==> config.mk <==
export PLATFORM = sky130hd
export DESIGN_NAME = mux_serializer
export DESIGN_NICKNAME = d
export VERILOG_FILES = /design/src/rtl/mux_ser_pkg.sv /design/src/rtl/mux_serializer_sel_mux.sv /design/src/rtl/mux_serializer.sv
export SDC_FILE = /design/constraint.sdc
export NUM_CORES = 1
export LEC_CHECK = 0
export ABC_AREA = 1
export CAP_MARGIN = 15
export CELL_PAD_IN_SITES_DETAIL_PLACEMENT = 1
export CELL_PAD_IN_SITES_GLOBAL_PLACEMENT = 2
export CORE_ASPECT_RATIO = 1.5
export CORE_UTILIZATION = 29
export DETAILED_ROUTE_END_ITERATION = 7
export PLACE_DENSITY_LB_ADDON = 0.1
export SYNTH_ARGS = -nofsm -noshare
export SYNTH_HDL_FRONTEND = slang
export SYNTH_HIERARCHICAL = 1
export SYNTH_SLANG_ARGS = --single-unit
==> constraint.sdc <==
create_clock -name clk -period 2.98 [get_ports clk]
set_input_delay 0.298 -clock clk [delete_from_list [all_inputs] [get_ports clk]]
set_output_delay 0.298 -clock clk [all_outputs]
set_load 0.005 [all_outputs]
==> src/rtl/mux_ser_pkg.sv <==
// mux_serializer shared types: widths, FSM state encoding, parity helper.
// PAR is always declared; it is only reachable when PARITY_EN is defined.
package mux_ser_pkg;

  localparam int WIDTH = 16;
  localparam int SEL_W = 4;

  typedef enum logic [1:0] {
    IDLE  = 2'd0,
    SHIFT = 2'd1,
    PAR   = 2'd2
  } state_e;

  function automatic logic even_par(
    input logic [0:WIDTH-1] w
  );
    return ^w;
  endfunction

endpackage

==> src/rtl/mux_serializer_sel_mux.sv <==
// sel_mux: WIDTH-to-1 combinational mux, f = w[s].
// Index 0 of w is the leftmost (most significant) bit of a literal.
module sel_mux #(
  parameter int WIDTH = 16,
  parameter int SEL_W = 4
) (
  input  logic [0:WIDTH-1] w,
  input  logic [SEL_W-1:0] s,
  output logic             f
);

  assign f = w[s];

endmodule

==> src/rtl/mux_serializer.sv <==
// mux_serializer: 16-bit word in, one selected bit per beat out.
// Optional even-parity trailer beat when PARITY_EN is defined.
module mux_serializer #(
  parameter int WIDTH = 16,
  parameter int SEL_W = 4
) (
  input  logic             clk,
  input  logic             rst_n,
  input  logic             in_valid,
  output logic             in_ready,
  input  logic [0:WIDTH-1] in_data,
  output logic             out_valid,
  input  logic             out_ready,
  output logic             out_bit,
  output logic [SEL_W-1:0] out_sel,
  output logic             out_last
);

  import mux_ser_pkg::*;

  localparam logic [SEL_W-1:0] LAST = SEL_W'(WIDTH - 1);

  state_e           state;
  logic [0:WIDTH-1] held;
  logic [SEL_W-1:0] sel;
  logic             mux_bit;
  logic             is_idle;
  logic             is_shift;
  logic             is_par;
  logic             at_last;
  logic             ready_core;
  logic             take;

  sel_mux #(
    .WIDTH(WIDTH),
    .SEL_W(SEL_W)
  ) u_sel_mux (
    .w(held),
    .s(sel),
    .f(mux_bit)
  );

  assign is_idle  = (state == IDLE);
  assign is_shift = (state == SHIFT);
  assign is_par   = (state == PAR);
  assign at_last  = (sel == LAST);

  assign out_valid = is_shift | is_par;
  assign out_sel   = sel;

`ifdef PARITY_EN
  assign out_last   = is_par;
  assign ready_core = is_idle
                    | (is_par & out_ready);

  always_comb begin
    out_bit = 1'b0;
    unique case (1'b1)
      is_shift: out_bit = mux_bit;
      is_par:   out_bit = even_par(held);
      default:  out_bit = 1'b0;
    endcase
  end
`else
  assign out_last   = is_shift & at_last;
  assign ready_core = is_idle
                    | (out_last & out_ready);
  assign out_bit    = is_shift & mux_bit;
`endif

  // rst_n gates only the visible ready; flops see the ungated term
  assign in_ready = rst_n & ready_core;
  assign take     = in_valid & ready_core;

  always_ff @(posedge clk or negedge rst_n) begin
    if (!rst_n) begin
      state <= IDLE;
      held  <= '0;
      sel   <= '0;
    end else begin
      unique case (state)
        IDLE: begin
          if (take) begin
            held  <= in_data;
            sel   <= '0;
            state <= SHIFT;
          end
        end
        SHIFT: begin
          if (out_ready) begin
            if (!at_last) begin
              sel <= sel + SEL_W'(1);
            end else begin
`ifdef PARITY_EN
              state <= PAR;
`else
              sel <= '0;
              if (take) begin
                held  <= in_data;
                state <= SHIFT;
              end else begin
                state <= IDLE;
              end
`endif
            end
          end
        end
        PAR: begin
`ifdef PARITY_EN
          if (out_ready) begin
            sel <= '0;
            if (take) begin
              held  <= in_data;
              state <= SHIFT;
            end else begin
              state <= IDLE;
            end
          end
`else
          state <= IDLE;
          sel   <= '0;
`endif
        end
        default: begin
          state <= IDLE;
          sel   <= '0;
        end
      endcase
    end
  end

endmodule

==> results of run 1 <==
[worst max-delay path, cell delays in order (launching register included)]
cell	delay, ps
dfrtp_1	740
ha_1	320
nand3_2	130
nand2_4	90
and3_1	140
clkdlybuf4s50_1	490
[power by group]
group / total [W] / internal, W / switching, W
clock network: 0.000191 / 0.0000954 / 0.0000956
logic: 0.000538 / 0.000260 / 0.000277
registers: 0.000535 / 0.000392 / 0.000143
total: 0.00126 / 0.000747 / 0.000516
[cells by family (layout without fill, tap and decap cells)]
| logic type | Yosys count | count (layout) | share of synthesized area |
|---|---|---|---|
| AO/OA/AOI/OAI | 3 | 3 | 0.0126 |
| adder cells (fa/ha/maj) | 1 | 1 | 0.0105 |
| buffers and inverters | 29 | 58 | 0.116 |
| flip-flops | 21 | 21 | 0.441 |
| AND/OR/NAND/NOR | 105 | 105 | 0.420 |
[layer usage]
layer | wire length [um] | vias to the layer above | GRT usage
met5 | 0 | - | 0
met4 | 55 | 0 | 0.0769
met3 | 78 | 4 | 0.0170
met2 | 1760 | 20 | 0.317
met1 | 1320 | 547 | 0.199
li1 | - | 565 | -
[cells in the mapped netlist, drive strengths merged]
library cell | instances | area (um2)
clkbuf | 1 | 7.51
and3 | 1 | 6.26
inv | 23 | 93.8
nand3 | 17 | 103
nand2 | 69 | 282
a21oi | 1 | 5.00
o21ai | 2 | 10.0
ha | 1 | 12.5
buf | 5 | 37.5
dfrtp | 21 | 526
nor2 | 1 | 3.75
nand4 | 17 | 106
[stage by stage]
step | area (um2) | cells
2_1_floorplan | 1190 | 159
3_3_place_gp | 1500 | 229
3_5_place_dp | 1500 | 229
4_1_cts | 1550 | 233
5_1_grt | 1550 | 233
6_report | 1550 | 233
[how the worst max path moves through the flow]
stage                                       from  endpoint  slack (ps)  depth (start not counted)
after floorplan           out_sel[1]$_DFFE_PN0P_  in_ready        1570                          4
after global placement    out_sel[0]$_DFFE_PN0P_  in_ready         820                          5
after detailed placement  out_sel[0]$_DFFE_PN0P_  in_ready         770                          5
after global routing      out_sel[0]$_DFFE_PN0P_  in_ready         370                          5
after CTS                 out_sel[0]$_DFFE_PN0P_  in_ready         470                          5
final                     out_sel[0]$_DFFE_PN0P_  in_ready         500                          5
[layout by cell type, fill, tap and decap left out, types with 2 or more instances in the layout]
cell and instances:
nand2_1 62, clkdlybuf4s50_1 27, dfrtp_1 21, inv_1 20, nand4_1 17, nand3_1 15, nand2_2 6, buf_4 4
clkbuf_8 3, o21ai_0 2, inv_2 2
[final cells by class]
class / instances / area, um2
Clock buffer: 4 / 45.0
Fill cell: 491 / 2370
Inverter: 23 / 93.8
Multi-Input combinational cell: 109 / 528
Sequential cell: 21 / 526
Tap cell: 45 / 56.3
Timing Repair Buffer: 31 / 300
[flip-flops by register name, summed over array words and instances (netlist names)]
signal   count
held        16
out_sel      4
state        1
==> results.cfg, run 1 <==
[status]
status = finished, final reports clean

[placement]
place_congestion = 0.691
io_buffer_count = 27
post-dp-hpwl_mm = 2.25
post-place-ws_ps = 771

[power]
power.total_w = 0.00126
power_density_nw_per_um2 = 815
p_leak_nw = 0.802
vdd_drop_max_mv = 0.325

[clock_tree]
numCtsBuffers = 3
clock_latency_ps = 260
cts-resized-gates = 0
cts_hold_buf = 0
clockBufferDepth = 2
cts.clk_slew.worst_paths_ps = 80
htreeDepth = 1
cts_setup_buffers = 0
clkSinkCount = 21
cts_tree = done
root_buffer = clkbuf_8

[detailed_routing]
antenna_left = 0
vias_per_cell = 4.88
drt_wl_total_mm = 3.21
firstDrtPassIters = 2
wl_per_cell_um = 13.8
dr_total_vias = 1136
post-route-drc-count = 0
drt_iter0_markers = 14

[finish]
area_growth_pct = 29.9
post-route-util = 0.395
n_antenna_cell = 0
final_nets = 210
drive_gt1_frac = 0.101

[synthesis]
synth_area_per_cell_um2 = 7.50
syn_nets = 180
synth_cells = 159
seq_area_frac_synth = 0.441
syn_area_um2 = 1190
ys_warn_count = 6
synth_cell_types = 19
synth-seq-cells = 21

[min_path]
hp-class = input pin to asynchronous set/reset pin

[sta]
rsz0062_at_grt = false
period_share = 0.831
slew_viol_final = 0
slew_headroom = 0.587
setup_viol_count_final = 0
finalHoldViolCount = 0
clock-skew-final_ps = 4.86
hold-worst-slack_ps = 400
fin_ws_ps = 502
max_freq_mhz = 404
finalCriticalPeriod_ps = 2480
worstMarginPinSlew_ps = 620
setup_tns_ps = 0

[grt]
first_global_vias = 1219
grt_overflow = 0
antenna_found_initial = 0
grt_pass1_wl_mm = 5.57
grt.total_usage = 0.176
grt_max_degree = 22

[floorplanning]
die-area_um2 = 4380
dieHeight_um = 80.5
initial_utilization = 0.304
io_pins = 28
die_w_um = 54.4
coreArea_um2 = 3920
rows = 28

[job]
maxCapViolCount = 0

[worst_setup_path]
worstSetupEndpointType = output port
crit_required_ps = 2680
r2r_slack_ps = 920
reg2reg_depth = 7
start_kind = flip-flop
crit_fanout = 15
critPathKind = flip-flop to output port
timing.rr.start = out_sel[0]$_DFFE_PN0P_
cp.arrival_ps = 2180
r2r_end = held[6]$_DFFE_PN0P_
(Power assumes the default switching activity.)
==> run 2, diff against run 1 <==
Settings changed: CORE_UTILIZATION 29 to 24.
Clock period 2.98 ns to 2.2 ns, I/O delays scaled along.
==> run 2 against run 1 <==
  * Routed wire length rose by 6.6%
  * Setup slack lost 380 ps
  * First-iteration DRC count up 120%
  * Worst hold slack worse by 64 ps
  * Sequential power rose by 26%
  * Register-to-register slack got worse by 410 ps
  * Count of clock-buffer cells in the layout stayed put
  * Clock power grew 37%
==> results.cfg, run 2 (synthesis results as in run 1) <==
[sta]
max_freq_mhz = 481
fin_ws_ps = 119
worstMarginPinSlew_ps = 369
setup_viol_count_final = 0
period_share = 0.946
setup_tns_ps = 0
slew_headroom = 0.754
finalHoldViolCount = 0
rsz0062_at_grt = false
clock-skew-final_ps = 5.95
finalCriticalPeriod_ps = 2080
slew_viol_final = 0

[worst_setup_path]
crit_required_ps = 1980
crit_fanout = 4
cp.arrival_ps = 1860
critPathKind = flip-flop to output port
r2r_slack_ps = 510
start_kind = flip-flop
worstSetupEndpointType = output port

[min_path]
hp-class = input pin to asynchronous set/reset pin

[detailed_routing]
antenna_left = 0
dr_total_vias = 1143
vias_per_cell = 4.43
drt_iter0_markers = 31
wl_per_cell_um = 13.3
drt_wl_total_mm = 3.42
post-route-drc-count = 0
firstDrtPassIters = 4

[finish]
drive_gt1_frac = 0.130
regArea_um2 = 526
multi_input_area_um2 = 538
top_register = held
num-fill-cells = 621
final_nets = 214
mostFrequentLayoutCells = 62 x nand2_1, 26 x clkdlybuf4s50_1, 21 x dfrtp_1, 19 x inv_1, 17 x nand4_1
n_antenna_cell = 0
area_growth_pct = 35.8
largest_reg_flops = 16
layout_commonest_cell = nand2_1

[power]
power_density_nw_per_um2 = 1110
vdd_drop_max_mv = 0.327
p_leak_nw = 0.832
power.total_w = 0.00179

[clock_tree]
cts_tree = done
numCtsBuffers = 3
cts.clk_slew.worst_paths_ps = 80
root_buffer = clkbuf_8
cts_hold_buf = 0
clkSinkCount = 21
htreeDepth = 1
clock_latency_ps = 260
clockBufferDepth = 2

[placement]
post-dp-hpwl_mm = 2.54
io_buffer_count = 27
place_congestion = 0.759
post-place-ws_ps = 347

[grt]
antenna_found_initial = 0
first_global_vias = 1225
grt.total_usage = 0.145
grt_max_degree = 22
grt_overflow = 0
grt_pass1_wl_mm = 5.75

[floorplanning]
die_w_um = 59.6
initial_utilization = 0.248
dieHeight_um = 88.3
rows = 31
coreArea_um2 = 4810
die-area_um2 = 5260
io_pins = 28

[job]
maxCapViolCount = 0

[status]
status = finished, final reports clean
run 2: layout make-up:
class | count | share of cell area
clock buffer | 4 | 0.0278
inverter | 23 | 0.0580
tap | 66 | 0.0510
timing repair buffer | 35 | 0.206
sequential | 21 | 0.325
multi-input combinational | 109 | 0.332
run 2: metal layers:
metal | routed length [um] | track usage
met1 | 1400 | 0.169
met4 | 45 | 0.0507
met5 | 0 | 0
met3 | 118 | 0.0190
met2 | 1860 | 0.268
run 2: final timing paths:
| path | startpoint | end | cells after the start |
|---|---|---|---|
| max | out_sel[0]$_DFFE_PN0P_ | in_ready | 6 |
| min | rst_n | state[0]$_DFFE_PN0P_ | 2 |
| max reg2reg | out_sel[0]$_DFFE_PN0P_ | held[7]$_DFFE_PN0P_ | 8 |
| min reg2reg | held[3]$_DFFE_PN0P_ | held[3]$_DFFE_PN0P_ | 2 |
| max in group asynchronous | rst_n | held[7]$_DFFE_PN0P_ | 2 |
| min in group clk | held[3]$_DFFE_PN0P_ | held[3]$_DFFE_PN0P_ | 2 |
run 2: repair_timing:
action,4_1_cts,5_1_grt
endpoints found under the setup margin,0,1
resized for setup,0,5
buffers inserted,0,1
run 2: metrics by stage:
stage	cell area [um2]	util	instances	hold slack, ps
after global placement	1550	0.321	252	458
after global routing	1620	0.337	258	373
after detailed placement	1550	0.321	252	463
final	1620	0.337	258	336
after floorplan	1190	-	159	-75.6
after CTS	1590	0.331	256	349
run 2: power breakdown:
group	total (W)	internal, W	leakage, nW	switching [W]
clock network	0.000261	0.000129	0.0228	0.000131
registers	0.000672	0.000532	0.267	0.000140
logic	0.000858	0.000399	0.542	0.000459
run 2: critical path, stage by stage, from the launching register on:
cell and delay [ps]:
dfrtp_1 410, buf_4 140, ha_2 210, nand3_4 110, nand2_4 80, and3_1 150, clkdlybuf4s50_1 500
==> run 3, diff against run 2 <==
Settings changed: GPL_ROUTABILITY_DRIVEN set to 1.
==> results of run 3 <==
Final layout, timing and power as in run 2 (identical DEF).
